==> src/rtl/onehot_decoder_scan_if.sv <==
// Select/scan bus for onehot_decoder_scan: control inputs toward the decoder,
// registered one-hot result and status back to the consumer.
interface onehot_decoder_scan_if #(
    parameter int IN_W    = 3,
    parameter int DWELL_W = 8
);
    localparam int OUT_W = 2**IN_W;

    logic               en;
    logic [1:0]         mode;
    logic [IN_W-1:0]    in_sel;
    logic               in_valid;
    logic [DWELL_W-1:0] dwell;
    logic [OUT_W-1:0]   out;
    logic               out_valid;
    logic [IN_W-1:0]    cur_idx;
    logic               wrap;

    modport master (
        output en, mode, in_sel, in_valid, dwell,
        input  out, out_valid, cur_idx, wrap
    );

    modport slave (
        input  en, mode, in_sel, in_valid, dwell,
        output out, out_valid, cur_idx, wrap
    );
endinterface

==> src/rtl/onehot_decoder_scan.sv <==
// Binary-to-one-hot decoder with registered output, plus an up/down channel
// scan sequencer with programmable dwell and a hold mode.
module onehot_decoder_scan #(
    parameter int IN_W    = 3,
    parameter int DWELL_W = 8
) (
    input logic                  clk,
    input logic                  rst_n,
    onehot_decoder_scan_if.slave bus
);
    localparam int OUT_W = 2**IN_W;
    localparam logic [IN_W-1:0] IDX_MAX = IN_W'(OUT_W - 1);

    typedef enum logic [1:0] {IDLE, DIRECT, SCAN, HOLD} state_t;
    typedef enum logic [1:0] {M_DIRECT, M_SCAN_UP, M_SCAN_DN, M_HOLD} mode_t;

    state_t             st, st_n;
    logic               dn, dn_n;
    logic [DWELL_W-1:0] cnt, cnt_n;
    logic [IN_W-1:0]    idx, idx_n;
    logic               vld, vld_n;
    logic               wrap_q, wrap_n;
    logic [OUT_W-1:0]   out_q, out_n;
    logic               entry;

    always_ff @(posedge clk or negedge rst_n) begin
        if (!rst_n) begin
            st     <= IDLE;
            dn     <= 1'b0;
            cnt    <= '0;
            idx    <= '0;
            vld    <= 1'b0;
            wrap_q <= 1'b0;
            out_q  <= '0;
        end else begin
            st     <= st_n;
            dn     <= dn_n;
            cnt    <= cnt_n;
            idx    <= idx_n;
            vld    <= vld_n;
            wrap_q <= wrap_n;
            out_q  <= out_n;
        end
    end

    always_comb begin
        st_n   = st;
        dn_n   = dn;
        cnt_n  = cnt;
        idx_n  = idx;
        vld_n  = vld;
        wrap_n = 1'b0;
        entry  = 1'b0;
        if (!bus.en) begin
            st_n  = IDLE;
            vld_n = 1'b0;
            cnt_n = '0;
        end else begin
            case (mode_t'(bus.mode))
                M_DIRECT: begin
                    st_n = DIRECT;
                    if (bus.in_valid) begin
                        idx_n = bus.in_sel;
                        vld_n = 1'b1;
                    end
                end
                M_SCAN_UP, M_SCAN_DN: begin
                    st_n  = SCAN;
                    dn_n  = (bus.mode == M_SCAN_DN);
                    vld_n = 1'b1;
                    // Entering scan or reversing direction restarts the dwell
                    // from the current index without stepping.
                    entry = (st != SCAN) || (dn != dn_n);
                    if (entry) begin
                        cnt_n = '0;
                    end else if (cnt >= bus.dwell) begin
                        cnt_n = '0;
                        if (dn_n) begin
                            idx_n  = idx - IN_W'(1);
                            wrap_n = (idx == '0);
                        end else begin
                            idx_n  = idx + IN_W'(1);
                            wrap_n = (idx == IDX_MAX);
                        end
                    end else begin
                        cnt_n = cnt + DWELL_W'(1);
                    end
                end
                M_HOLD: st_n = HOLD;
                default: begin
                    st_n  = IDLE;
                    vld_n = 1'b0;
                    cnt_n = '0;
                end
            endcase
        end
        out_n = vld_n ? (OUT_W'(1) << idx_n) : '0;
    end

    assign bus.out       = out_q;
    assign bus.out_valid = vld;
    assign bus.cur_idx   = idx;
    assign bus.wrap      = wrap_q;
endmodule
==> src/flat_wrapper.sv <==
// flat-port wrapper written by rule: the top's interface ports become plain ports
module onehot_decoder_scan_flat 
#(
    parameter int IN_W    = 3,
    parameter int DWELL_W = 8
)
  (clk, rst_n, bus_en, bus_mode, bus_in_sel, bus_in_valid, bus_dwell, bus_out, bus_out_valid, bus_cur_idx, bus_wrap);
  onehot_decoder_scan_if #(.IN_W(IN_W), .DWELL_W(DWELL_W)) bus_i ();
  input logic clk;
  input logic rst_n;
  input wire logic [$bits(bus_i.en)-1:0] bus_en;
  input wire logic [$bits(bus_i.mode)-1:0] bus_mode;
  input wire logic [$bits(bus_i.in_sel)-1:0] bus_in_sel;
  input wire logic [$bits(bus_i.in_valid)-1:0] bus_in_valid;
  input wire logic [$bits(bus_i.dwell)-1:0] bus_dwell;
  output wire logic [$bits(bus_i.out)-1:0] bus_out;
  output wire logic [$bits(bus_i.out_valid)-1:0] bus_out_valid;
  output wire logic [$bits(bus_i.cur_idx)-1:0] bus_cur_idx;
  output wire logic [$bits(bus_i.wrap)-1:0] bus_wrap;
  assign bus_i.en = bus_en;
  assign bus_i.mode = bus_mode;
  assign bus_i.in_sel = bus_in_sel;
  assign bus_i.in_valid = bus_in_valid;
  assign bus_i.dwell = bus_dwell;
  assign bus_out = bus_i.out;
  assign bus_out_valid = bus_i.out_valid;
  assign bus_cur_idx = bus_i.cur_idx;
  assign bus_wrap = bus_i.wrap;
  onehot_decoder_scan #(.IN_W(IN_W), .DWELL_W(DWELL_W)) u_core (.clk(clk), .rst_n(rst_n), .bus(bus_i));
endmodule
==> config.mk <==
export PLATFORM = sky130hd
export DESIGN_NAME = onehot_decoder_scan_flat
export DESIGN_NICKNAME = d
export VERILOG_FILES = /design/src/rtl/onehot_decoder_scan_if.sv /design/src/rtl/onehot_decoder_scan.sv /design/src/flat_wrapper.sv
export SDC_FILE = /design/constraint.sdc
export NUM_CORES = 1
export LEC_CHECK = 0
export ABC_CLOCK_PERIOD_IN_PS = 2300
export BUFFER_PORTS_ARGS = -buffer_cell sky130_fd_sc_hd__buf_4
export CORE_MARGIN = 2
export CORE_UTILIZATION = 49
export CTS_CLUSTER_DIAMETER = 50
export DETAILED_ROUTE_END_ITERATION = 7
export PLACE_DENSITY = 0.81
export SLEW_MARGIN = 0
export SYNTH_ARGS = -nofsm -noshare
export SYNTH_HDL_FRONTEND = slang
export SYNTH_SLANG_ARGS = --single-unit
==> constraint.sdc <==
create_clock -name clk -period 2.3 [get_ports clk]
set_input_delay 0.23 -clock clk [delete_from_list [all_inputs] [get_ports clk]]
set_output_delay 0.23 -clock clk [all_outputs]
set_load 0.02 [all_outputs]
# After elaboration in Yosys (flattened, before gate mapping)
# Index checks and enable logic that the tools add are counted.
[op_classes]
n_mux = 21
order_cmp = 1
n_shift = 1
eq_ne = 7
add_sub_neg = 3
n_reduce_logical = 5
[ops]
columns = ["op", "count"]
rows = [
  ["8-bit 2-to-1 mux", 5],
  ["3-bit 2-to-1 mux", 5],
  ["8-bit by 1-bit adder with 8-bit output, second input constant", 1],
  ["8-bit greater-or-equal comparator", 1],
  ["1-bit by 3-bit << shifter with 8-bit output, first input constant", 1],
  ["1-bit 2-to-1 mux", 7],
  ["2-bit case mux with 3 select lines", 1],
  ["3-bit case mux with 2 select lines", 1],
  ["2-bit == test, second input constant", 2],
  ["3-bit by 1-bit adder with 3-bit output, second input constant", 1],
  ["3-bit == test, second input constant", 1],
  ["3-bit zero test", 1],
  ["3-bit by 1-bit subtractor with 3-bit output, second input constant", 1],
  ["2-bit by 1-bit == test with 1-bit output, second input constant", 1],
  ["2-bit zero test", 1],
  ["2-bit 2-to-1 mux", 1],
  ["2-bit by 1-bit inequality test with 1-bit output, second input constant", 1],
  ["2-bit inequality test, second input constant", 1],
  ["1-bit case mux with 2 select lines", 1],
  ["2-bit AND reduction", 1],
  ["2-bit OR reduction", 1],
  ["1-bit logical OR", 1],
  ["1-bit inequality test", 1],
]
[totals]
in_bits = 17
regBits = 24
elab_cells = 45

# Logic depth before layout (Yosys ltp)
# Gate-level depths: netlist of the first run.
[logic_depth]
ltp_word = 8
depth_mapped = 9
ltp_nobuf = 9

# Worst setup path after synthesis of the first run
# OpenSTA, ideal clock, no wires.
[synth_timing]
path_type = "register -> register"
start = "reg u_core.cnt[0]"
end = "reg u_core.out_q[6] (netlist: u_core.bus.out[6])"
t_arrival_ns = 2.242
setup_time_ns = 0.089
setup_slack_ns = -0.031
period_less_slack_ns = 2.331
t_required_ns = 2.211
path_stages_with_launch = 10
cell_sequence = "dfrtp_1 inv_1 ha_1 nand2b_4 a2111oi_4 o31ai_2 and2_1 a221oi_4 inv_2 nor3b_1"
[synth_between]
elab_chain_len = 7
[synth_lines]
columns = ["element", "line", "rtl"]
rows = [
  ["start: declaration", "onehot_decoder_scan.sv:19", "logic [DWELL_W-1:0] cnt, cnt_n;"],
  ["start signal: assignment", "onehot_decoder_scan.sv:38", "cnt <= cnt_n;"],
  ["8-bit greater-or-equal comparator", "onehot_decoder_scan.sv:76", "end else if (cnt >= bus.dwell) begin"],
  ["3-bit 2-to-1 mux", "onehot_decoder_scan.sv:76", ""],
  ["3-bit 2-to-1 mux", "onehot_decoder_scan.sv:74", "if (entry) begin"],
  ["3-bit case mux with 2 select lines", "onehot_decoder_scan.sv:59", "case (mode_t'(bus.mode))"],
  ["3-bit 2-to-1 mux", "onehot_decoder_scan.sv:54", "if (!bus.en) begin"],
  ["named net u_core.idx_n[0]", "onehot_decoder_scan.sv:20", "logic [IN_W-1:0] idx, idx_n;"],
  ["1-bit by 3-bit << shifter with 8-bit output", "onehot_decoder_scan.sv:97", "out_n = vld_n ? (OUT_W'(1) << idx_n) : '0;"],
  ["8-bit 2-to-1 mux", "onehot_decoder_scan.sv:97", ""],
  ["named net u_core.out_n[6]", "onehot_decoder_scan.sv:23", "logic [OUT_W-1:0] out_q, out_n;"],
  ["end signal: assignment", "onehot_decoder_scan.sv:42", "out_q <= out_n;"],
  ["end: declaration", "onehot_decoder_scan.sv:23", ""],
]
# The timed path passes the listed nets, and every way through them passes these cells.
# A chain may end at the register's enable or synchronous reset.

# Worst setup path after layout of the first run
[layout_timing]
start = "reg u_core.cnt[0]"
end = "reg u_core.out_q[0] (netlist: u_core.bus.out[0])"
# The elaborated chain is that of the path after synthesis.

==> key figures, run 1 <==
Run status
  • Status: complete, no violations

Layout
  • Area grow syn2layout: 31.7%
  • Finished Layout Cells: 229
  • Antenna Diode Count: 0
  • Commonest cells after routing, fill and taps aside: buf_4 (40), dfrtp_1 (24), inv_1 (15)
  • Nets@finish: 227
  • Most common cell after layout, fill and taps aside: buf_4
  • Share of post-route cells with drive strength above 1: 0.342
  • Fin util: 0.663

Die
  • Cell row count: 20
  • Total I/O pin count: 30
  • Initial core utilization: 0.504
  • Die Area: 0.00352 mm2
  • Die width: 59.3 um
  • Placeable core area: 0.00298 mm2
  • Die Y-Extent: 59.3 um

Yosys
  • Cell Area, Synth: 0.00150 mm2
  • Yosys reg bits: 24
  • Ys Warns: 0
  • Syn Nets: 182
  • Post-synth EDFFs: 0
  • Most common flop cell mapped by yosys: dfrtp_1
  • Distinct cells, synth: 38
  • Post-Syn Instances: 152
  • Post-synthesis sequential area ratio: 0.400
  • Post-synth ARST share: 1.00
  • Avg Cell Area, Syn: 9.87 um2

GRT
  • Antenna violations before repair: 0
  • Tot GR Track Use: 0.217
  • Vias in the first global route: 1,274
  • Largest net degree at the start of global routing: 25
  • Gr ovfl total: 0
  • First-pass GRT wire length: 5620 um

Worst setup path
  • Crit-path slowest cell: a2111oi_4
  • Required time of the critical path: 2.56 ns
  • Crit-path cells: inv_1, ha_1, nand2b_4, a2111oi_4, o31ai_2, and2_4, a221oi_4, inv_2, nor3_1
  • CP max stage delay: 0.41 ns
  • CP Capture Type: register
  • Crit path launch type: register
  • Max FO, Critical Path: 5
  • Worst R2R End: u_core.bus.out[0]
  • Flop2flop setup slack: 0.02 ns
  • Worst path arrival time: 2.54 ns
  • Crit Reg-Reg Startpoint: u_core.cnt[0]
  • R2R depth: 9
  • WS Path Type: reg -> reg

Power
  • Worst ir drop on vdd: 405 uV
  • Power per cell area: 591 mW/mm2
  • Internal power: 0.797 mW
  • Net Switching: 0.371 mW
  • Logic pwr share: 0.316
  • Leakage: 0.979 nW
  • Reg power frac: 0.416
  • Clock Power Share: 0.268
  • Net Sw Frac: 0.318
  • Total power: 1.17 mW

Worst hold path
  • Worst min-delay path category: in -> reg
  • Hold-critical path depth: 2
  • Hold Path Sink: u_core.st[1]
  • Hold_sp: bus_en

Timing
  • Final hold violations: 0
  • Minimum clock period: 2.28 ns
  • Pins Over Slew Limit: 0
  • Slew headroom: 0.593
  • Clk_skew: 0.000983 ns
  • Unrepaired setup endpoints after global routing: true
  • Worst hold margin: 0.177 ns
  • Final worst path period share: 0.991
  • Final setup fails: 0
  • Max Fclk: 0.439 GHz
  • Worst-margin pin slew: 0.610 ns

CTS
  • Clock transition at the registers of the reported paths: 0.14 ns
  • Clk buf depth: 2
  • CTS tree: done
  • CTS Sinks: 24
  • CTS buffer count: 3
  • H-tree levels: 1
  • Skew-Pair Late Insertion Delay: 0.33 ns
  • Clock root cell: clkbuf_4

Placed design
  • Placed cell count: 223
  • Placer Congestion: 0.894
  • Input/output buffers: 29
  • Detailed Place HPWL: 2780 um

Drt
  • DR pass1 iterations: 4
  • DR vias: 1,335
  • Post-DRT Antenna Nets: 0
  • Via/cell ratio: 5.83
  • Number of DRC markers in iteration 0: 43
  • Average routed wire per standard cell: 15.5 um
  • Routed WL: 3550 um
  • Residual DRC count: 0

Flow run
  • Max-Cap Viols: 0
## worst max-delay path: cells and delay by family, from the launching register on
kind | cells | cell delay, ns
AO/OA/AOI/OAI | 3 | 0.87
AND/OR/NAND/NOR | 3 | 0.53
flip-flops | 1 | 0.38
adder cells (fa/ha/maj) | 1 | 0.26
buffers and inverters | 2 | 0.17
## logic make-up after synthesis
logic type | count (synthesis) | share of synthesized area
flops | 24 | 0.400
buf+inv | 18 | 0.0450
fa+ha+maj | 13 | 0.113
simple gates | 57 | 0.238
xor+xnor | 4 | 0.0234
mux | 1 | 0.00751
compound gates | 35 | 0.173
## cell type report
| cell class | instances | area, um2 |
|---|---|---|
| well taps | 33 | 41.3 |
| multi-input cells | 110 | 900 |
| clock inverters | 1 | 30.0 |
| clock buffers | 3 | 22.5 |
| flip-flops and latches | 24 | 601 |
| inverters | 16 | 60.1 |
| repair buffers | 42 | 322 |
| fillers | 231 | 1000 |
## worst max-delay path by stage
stage                     slack, ns                 to     startpoint
after CTS                      0.04  u_core.bus.out[3]  u_core.cnt[1]
after detailed placement      -0.03  u_core.bus.out[7]    bus_mode[0]
final                          0.02  u_core.bus.out[0]  u_core.cnt[0]
after global routing          -0.12  u_core.bus.out[1]  u_core.cnt[0]
after global placement         0.06  u_core.bus.out[3]    bus_mode[0]
after floorplan                0.02  u_core.bus.out[6]  u_core.cnt[0]
## cell usage after synthesis, types with 3 or more instances
master,number,share of area
nand2_1,9,0.023
nor3b_1,7,0.035
xor2_1,3,0.018
inv_1,15,0.038
dfrtp_1,24,0.40
ha_1,12,0.10
nor2b_1,3,0.013
o21ai_0,17,0.057
nand2b_1,4,0.017
nor2_1,3,0.0075
and3_1,5,0.021
nor3_1,8,0.027
nand3_1,6,0.020
a21oi_1,6,0.020
## per-stage QoR
stage | instance area [um2] | setup TNS, ns | setup slack, ns
6_report | 1980 | 0 | 0.0202
4_1_cts | 1900 | 0 | 0.0373
3_3_place_gp | 1830 | 0 | 0.0550
3_5_place_dp | 1830 | -0.0416 | -0.0278
2_1_floorplan | 1500 | 0 | 0.0221
5_1_grt | 1980 | -0.776 | -0.122
## state kept, by name (all words and copies together) (netlist names)
register and flops:
u_core.st 2, u_core.cnt 8, u_core.bus.out_valid 1, u_core.bus.wrap 1, u_core.bus.out 8, u_core.bus.cur_idx 3
u_core.dn 1
## power groups by stage
stage / clock, mW / sequential [mW] / combinational, mW
2_1_floorplan: 0 / 0.522 / 0.160
3_3_place_gp: 0 / 0.491 / 0.314
3_5_place_dp: 0 / 0.492 / 0.329
4_1_cts: 0.311 / 0.484 / 0.332
5_1_grt: 0.343 / 0.489 / 0.400
6_report: 0.313 / 0.486 / 0.369
## timing repair
item	CTS	global route
gates resized for setup	2	18
hold endpoints to repair	24	0
buffers inserted	0	1
pin swaps	0	9
setup endpoints to repair	4	12
hold buffers	1	0
## per-layer routing
metal,share of wire,global-route usage,vias to the layer above
met1,0.41,0.254,658
met5,0,0,-
met2,0.52,0.380,43
li1,-,-,625
met3,0.047,0.0502,9
met4,0.019,0.0844,0
(Power assumes the default switching activity.)
==> run 2: changes to the inputs <==
- CELL_PAD_IN_SITES_DETAIL_PLACEMENT: unset -> 1
- CELL_PAD_IN_SITES_GLOBAL_PLACEMENT: unset -> 1
- CORE_UTILIZATION: 49 -> 37
- PLACE_DENSITY: 0.81 -> 0.8
==> key figures, run 2 (synthesis results as in run 1) <==
Die
  • Initial core utilization: 0.381 (-0.123)
  • Die Area: 0.00458 mm2 (+30%)
  • Die width: 67.7 um (+14%)
  • Cell row count: 23 (+15%)
  • Placeable core area: 0.00394 mm2 (+32%)
  • Total I/O pin count: 30 (unchanged)
  • Die Y-Extent: 67.7 um (+14%)

CTS
  • Skew-Pair Late Insertion Delay: 0.27 ns (-0.06 ns)
  • CTS tree: done
  • Clk buf depth: 2 (unchanged)
  • CTS Sinks: 24 (unchanged)
  • CTS buffer count: 3 (unchanged)
  • Setup repair bufs after CTS: 0 (unchanged)
  • H-tree levels: 1 (unchanged)
  • Clock transition at the registers of the reported paths: 0.09 ns (-0.05 ns)
  • Clock root cell: clkbuf_8

Worst setup path
  • CP max stage delay: 0.44 ns (+0.03 ns)
  • Crit path launch type: register
  • Max FO, Critical Path: 4 (-1)
  • Crit-path slowest cell: a2111oi_4
  • CP Capture Type: register
  • Crit-path cells: ha_1, a2111oi_4, o31ai_2, and2_4, o211ai_1, nor3b_1
  • R2R depth: 6 (-3)
  • Required time of the critical path: 2.48 ns (-0.08 ns)
  • WS Path Type: reg -> reg
  • Worst path arrival time: 2.45 ns (-0.09 ns)

Timing
  • Minimum clock period: 2.27 ns (-0.0133 ns)
  • Max Fclk: 0.441 GHz (+0.59%)
  • Worst hold margin: 0.222 ns (+0.0447 ns)
  • Pins Over Slew Limit: 0 (unchanged)
  • Final hold violations: 0 (unchanged)
  • Clk_skew: 0.00184 ns (+0.000861 ns)
  • Slew headroom: 0.584 (-0.00810)
  • Setup WS post-layout: 0.0335 ns (+0.0133 ns)
  • Worst-margin pin slew: 0.622 ns (+0.0121 ns)
  • Final setup fails: 0 (unchanged)
  • Final worst path period share: 0.985 (-0.00580)
  • Unrepaired setup endpoints after global routing: true

Drt
  • Via/cell ratio: 5.35 (-8.3%)
  • Average routed wire per standard cell: 16.1 um (+4.1%)
  • Number of DRC markers in iteration 0: 46 (+7.0%)
  • DR vias: 1,321 (-1.0%)
  • Routed WL: 3980 um (+12%)
  • Residual DRC count: 0 (unchanged)
  • Post-DRT Antenna Nets: 0 (unchanged)
  • DR pass1 iterations: 4 (unchanged)

Worst hold path
  • Worst min-delay path category: in -> reg
  • Hold-critical path depth: 2 (unchanged)

GRT
  • Tot GR Track Use: 0.184 (-0.0328)
  • Antenna violations before repair: 0 (unchanged)
  • Largest net degree at the start of global routing: 25 (unchanged)
  • First-pass GRT wire length: 6340 um (+13%)
  • Vias in the first global route: 1,406 (+10%)
  • Gr ovfl total: 0 (unchanged)

Placed design
  • Detailed Place HPWL: 3060 um (+10%)
  • Input/output buffers: 29 (unchanged)
  • Dpl ws: -0.0984 ns (-0.0706 ns)
  • Post-DP Area: 0.00186 mm2 (+1.6%)
  • Placer Congestion: 0.850 (-4.9%)

Layout
  • Area grow syn2layout: 33.0%
  • Most common cell after layout, fill and taps aside: buf_4
  • Commonest cells after routing, fill and taps aside: buf_4 (40), dfrtp_1 (24), o21ai_0 (17)
  • Share of post-route cells with drive strength above 1: 0.325 (-0.0170)
  • Nets@finish: 228 (+0.44%)
  • Fill count: 447 (+94%)
  • Antenna Diode Count: 0 (unchanged)
  • Final instance area: 0.00200 mm2 (+1.0%)

Power
  • Leakage: 0.974 nW (-0.54%)
  • Power per cell area: 622 mW/mm2 (+5.1%)
  • Worst ir drop on vdd: 322 uV (-21%)

Flow run
  • Max-Cap Viols: 0 (unchanged)

Run status
  • Status: complete, no violations
run 2: changes by cell type in the layout (fill, tap and decap cells not counted), sizes merged:
| cell | delta |
|---|---|
| o211ai | +1 |
run 2: repair_timing:
item | CTS | global route
hold buffers | 1 | 0
endpoints found under the hold margin | 24 | 0
endpoints found under the setup margin | 1 | 12
gates resized for setup | 1 | 11
cloned | 0 | 1
run 2: layer usage:
metal | vias to the layer above | global-route usage | share of wire
li1 | 629 | - | -
met1 | 657 | 0.221 | 0.42
met2 | 31 | 0.346 | 0.53
met3 | 4 | 0.0200 | 0.037
met4 | 0 | 0.0434 | 0.011
met5 | - | 0 | 0
run 2: layout make-up:
type / count / area [um2] / share of cell area
tap: 50 / 62.6 / 0.0313
multi-input combinational: 111 / 880 / 0.441
clock inverter: 1 / 30.0 / 0.0150
timing repair buffer: 42 / 322 / 0.161
sequential: 24 / 601 / 0.301
clock buffer: 3 / 41.3 / 0.0207
inverter: 16 / 60.1 / 0.0301
run 2: metrics by stage:
step	util	TNS [ns]	total power, mW	cells
after floorplan	-	0	0.681	152
after detailed placement	0.473	-0.524	0.839	241
after CTS	0.494	0	1.22	246
after global placement	0.473	0	0.815	241
after global routing	0.506	-0.585	1.30	247
final	0.506	0	1.24	247
run 2: path summary, 6_finish.rpt:
kind                          startpoint                   end  slack, ns
max in group asynchronous          rst_n         u_core.cnt[5]       1.68
hold / removal                    bus_en          u_core.st[1]       0.22
setup / recovery           u_core.cnt[1]     u_core.bus.out[6]       0.03
hold reg to reg            u_core.cnt[7]         u_core.cnt[7]       0.55
min in group asynchronous          rst_n  u_core.bus.out_valid       0.38
setup reg to reg           u_core.cnt[1]     u_core.bus.out[6]       0.03
run 2: power breakdown:
group / total [mW] / leakage (nW) / switching (mW) / internal (mW)
Clock: 0.379 / 0.0357 / 0.146 / 0.233
Combinational: 0.374 / 0.616 / 0.205 / 0.169
Sequential: 0.487 / 0.322 / 0.0345 / 0.452
run 2: critical path: cells and delay by family (launching register included):
| kind | cells | cell delay [ns] |
|---|---|---|
| simple gates | 2 | 0.46 |
| compound gates | 3 | 0.97 |
| fa+ha+maj | 1 | 0.33 |
| flops | 1 | 0.42 |
==> run 3: changes to the inputs <==
- RECOVER_POWER: unset -> 50
==> key figures, run 3 (synthesis results as in run 1) <==
Run status
  • Status: complete, no violations

Worst setup path
  • Required time of the critical path: 2.49 ns (about the same)
  • Max FO, Critical Path: 4 (unchanged)
  • R2R depth: 6 (unchanged)
  • Worst path arrival time: 2.45 ns (about the same)
  • Crit path launch type: register
  • WS Path Type: reg -> reg
  • CP Capture Type: register

CTS
  • Clock root cell: clkbuf_8
  • CTS tree: done
  • H-tree levels: 1 (unchanged)
  • CTS Sinks: 24 (unchanged)
  • Setup repair bufs after CTS: 0 (unchanged)
  • Clock transition at the registers of the reported paths: 0.09 ns (about the same)
  • Skew-Pair Late Insertion Delay: 0.27 ns (about the same)
  • CTS buffer count: 3 (unchanged)
  • Clk buf depth: 2 (unchanged)

Die
  • Die width: 67.7 um (unchanged)
  • Total I/O pin count: 30 (unchanged)
  • Placeable core area: 0.00394 mm2 (unchanged)
  • Die Area: 0.00458 mm2 (unchanged)
  • Cell row count: 23 (unchanged)
  • Initial core utilization: 0.381 (unchanged)
  • Die Y-Extent: 67.7 um (unchanged)

Layout
  • Area grow syn2layout: 32.3%
  • Most common cell after layout, fill and taps aside: buf_4
  • Fin util: 0.503 (-0.00286)
  • Antenna Diode Count: 0 (unchanged)
  • Commonest cells after routing, fill and taps aside: buf_4 (37), dfrtp_1 (24), o21ai_0 (17)
  • Share of post-route cells with drive strength above 1: 0.310 (-0.0152)
  • Nets@finish: 228 (unchanged)

GRT
  • Largest net degree at the start of global routing: 25 (unchanged)
  • First-pass GRT wire length: 6340 um (unchanged)
  • Vias in the first global route: 1,406 (unchanged)
  • Gr ovfl total: 0 (unchanged)
  • Tot GR Track Use: 0.184 (unchanged)
  • Antenna violations before repair: 0 (unchanged)

Timing
  • Max Fclk: 0.442 GHz (+0.12%)
  • Final setup fails: 0 (unchanged)
  • Fin Setup TNS: 0 ns (unchanged)
  • Clk_skew: 0.00281 ns (+0.000966 ns)
  • Slew headroom: 0.122 (-0.463)
  • Final hold violations: 0 (unchanged)
  • Unrepaired setup endpoints after global routing: true
  • Pins Over Slew Limit: 0 (unchanged)
  • Worst-margin pin slew: 1.32 ns (+0.695 ns)
  • Minimum clock period: 2.26 ns (-0.00277 ns)
  • Final worst path period share: 0.984 (-0.00120)

Drt
  • DR vias: 1,329 (+0.61%)
  • DR pass1 iterations: 4 (unchanged)
  • Residual DRC count: 0 (unchanged)
  • Via/cell ratio: 5.38 (+0.61%)
  • Average routed wire per standard cell: 16.1 um (about the same)
  • Post-DRT Antenna Nets: 0 (unchanged)
  • Number of DRC markers in iteration 0: 47 (+2.2%)
  • Routed WL: 3980 um (about the same)

Power
  • Net Sw Frac: 0.314 (+0.00253)
  • Clock Power Share: 0.308 (+0.002)
  • Internal power: 0.852 mW (-0.24%)
  • Reg power frac: 0.392 (about the same)
  • Total power: 1.24 mW (+0.13%)
  • Worst ir drop on vdd: 324 uV (+0.81%)
  • Net Switching: 0.390 mW (+0.94%)
  • Logic pwr share: 0.300 (-0.002)
  • Power per cell area: 626 mW/mm2 (+0.70%)
  • Leakage: 0.962 nW (-1.2%)

Flow run
  • Max-Cap Viols: 0 (unchanged)

Worst hold path
  • Hold-critical path depth: 2 (unchanged)
  • Worst min-delay path category: in -> reg

Placed design
  • Input/output buffers: 29 (unchanged)
  • Detailed Place HPWL: 3060 um (unchanged)
  • Placer Congestion: 0.850 (unchanged)
[run 3: cell types whose count changed in the layout (fill, tap and decap cells not counted)]
cell,delta
buf_4,-3
clkbuf_1,+3
[run 3: what timing repair did]
item,CTS,global route
endpoints found under the setup margin,1,12
pin swaps,0,0
gates cloned,0,1
hold buffers,1,0
endpoints found under the hold margin,24,0
gates resized for setup,1,11
[run 3: per-layer routing]
layer	track usage	part of all wire
met1	0.221	0.42
met2	0.346	0.53
met3	0.0200	0.039
met4	0.0434	0.013
met5	0	0
[run 3: path summary, 6_finish.rpt]
kind | start | endpoint | slack, ns
worst max-delay path | u_core.cnt[1] | u_core.bus.out[6] | 0.04
worst min-delay path | bus_en | u_core.st[1] | 0.22
worst max register to register | u_core.cnt[1] | u_core.bus.out[6] | 0.04
worst min register to register | u_core.cnt[3] | u_core.cnt[3] | 0.55
max in group asynchronous | rst_n | u_core.bus.wrap | 0.76
min in group asynchronous | rst_n | u_core.bus.out_valid | 0.76
[run 3: cell type report]
type / count / area (um2)
fillers: 448 / 1960
multi-input cells: 111 / 880
flip-flops and latches: 24 / 601
repair buffers: 42 / 310
well taps: 50 / 62.6
inverters: 16 / 60.1
clock buffers: 3 / 41.3
clock inverters: 1 / 30.0
[run 3: stage by stage]
step	std cells	cell area, um2	hold WS [ns]	worst slack [ns]
2_1_floorplan	152	1500	-0.0656	0.0221
3_3_place_gp	241	1860	0.142	0.0175
3_5_place_dp	241	1860	0.153	-0.0984
4_1_cts	246	1950	0.222	0.0298
5_1_grt	247	1980	0.258	-0.126
6_report	247	1980	0.216	0.0363
[run 3: power by group through the flow]
stage | clock network, mW | registers (mW) | logic, mW
6_report | 0.383 | 0.487 | 0.373
5_1_grt | 0.397 | 0.493 | 0.405
4_1_cts | 0.381 | 0.486 | 0.352
3_5_place_dp | 0 | 0.493 | 0.346
3_3_place_gp | 0 | 0.490 | 0.324
2_1_floorplan | 0 | 0.522 | 0.160
[run 3: worst max-delay path, cell delays in order (launching register included)]
cell and delay (ns):
dfrtp_1 0.42, ha_1 0.33, a2111oi_4 0.43, o31ai_2 0.12, and2_4 0.20, o211ai_1 0.41, nor3b_1 0.26
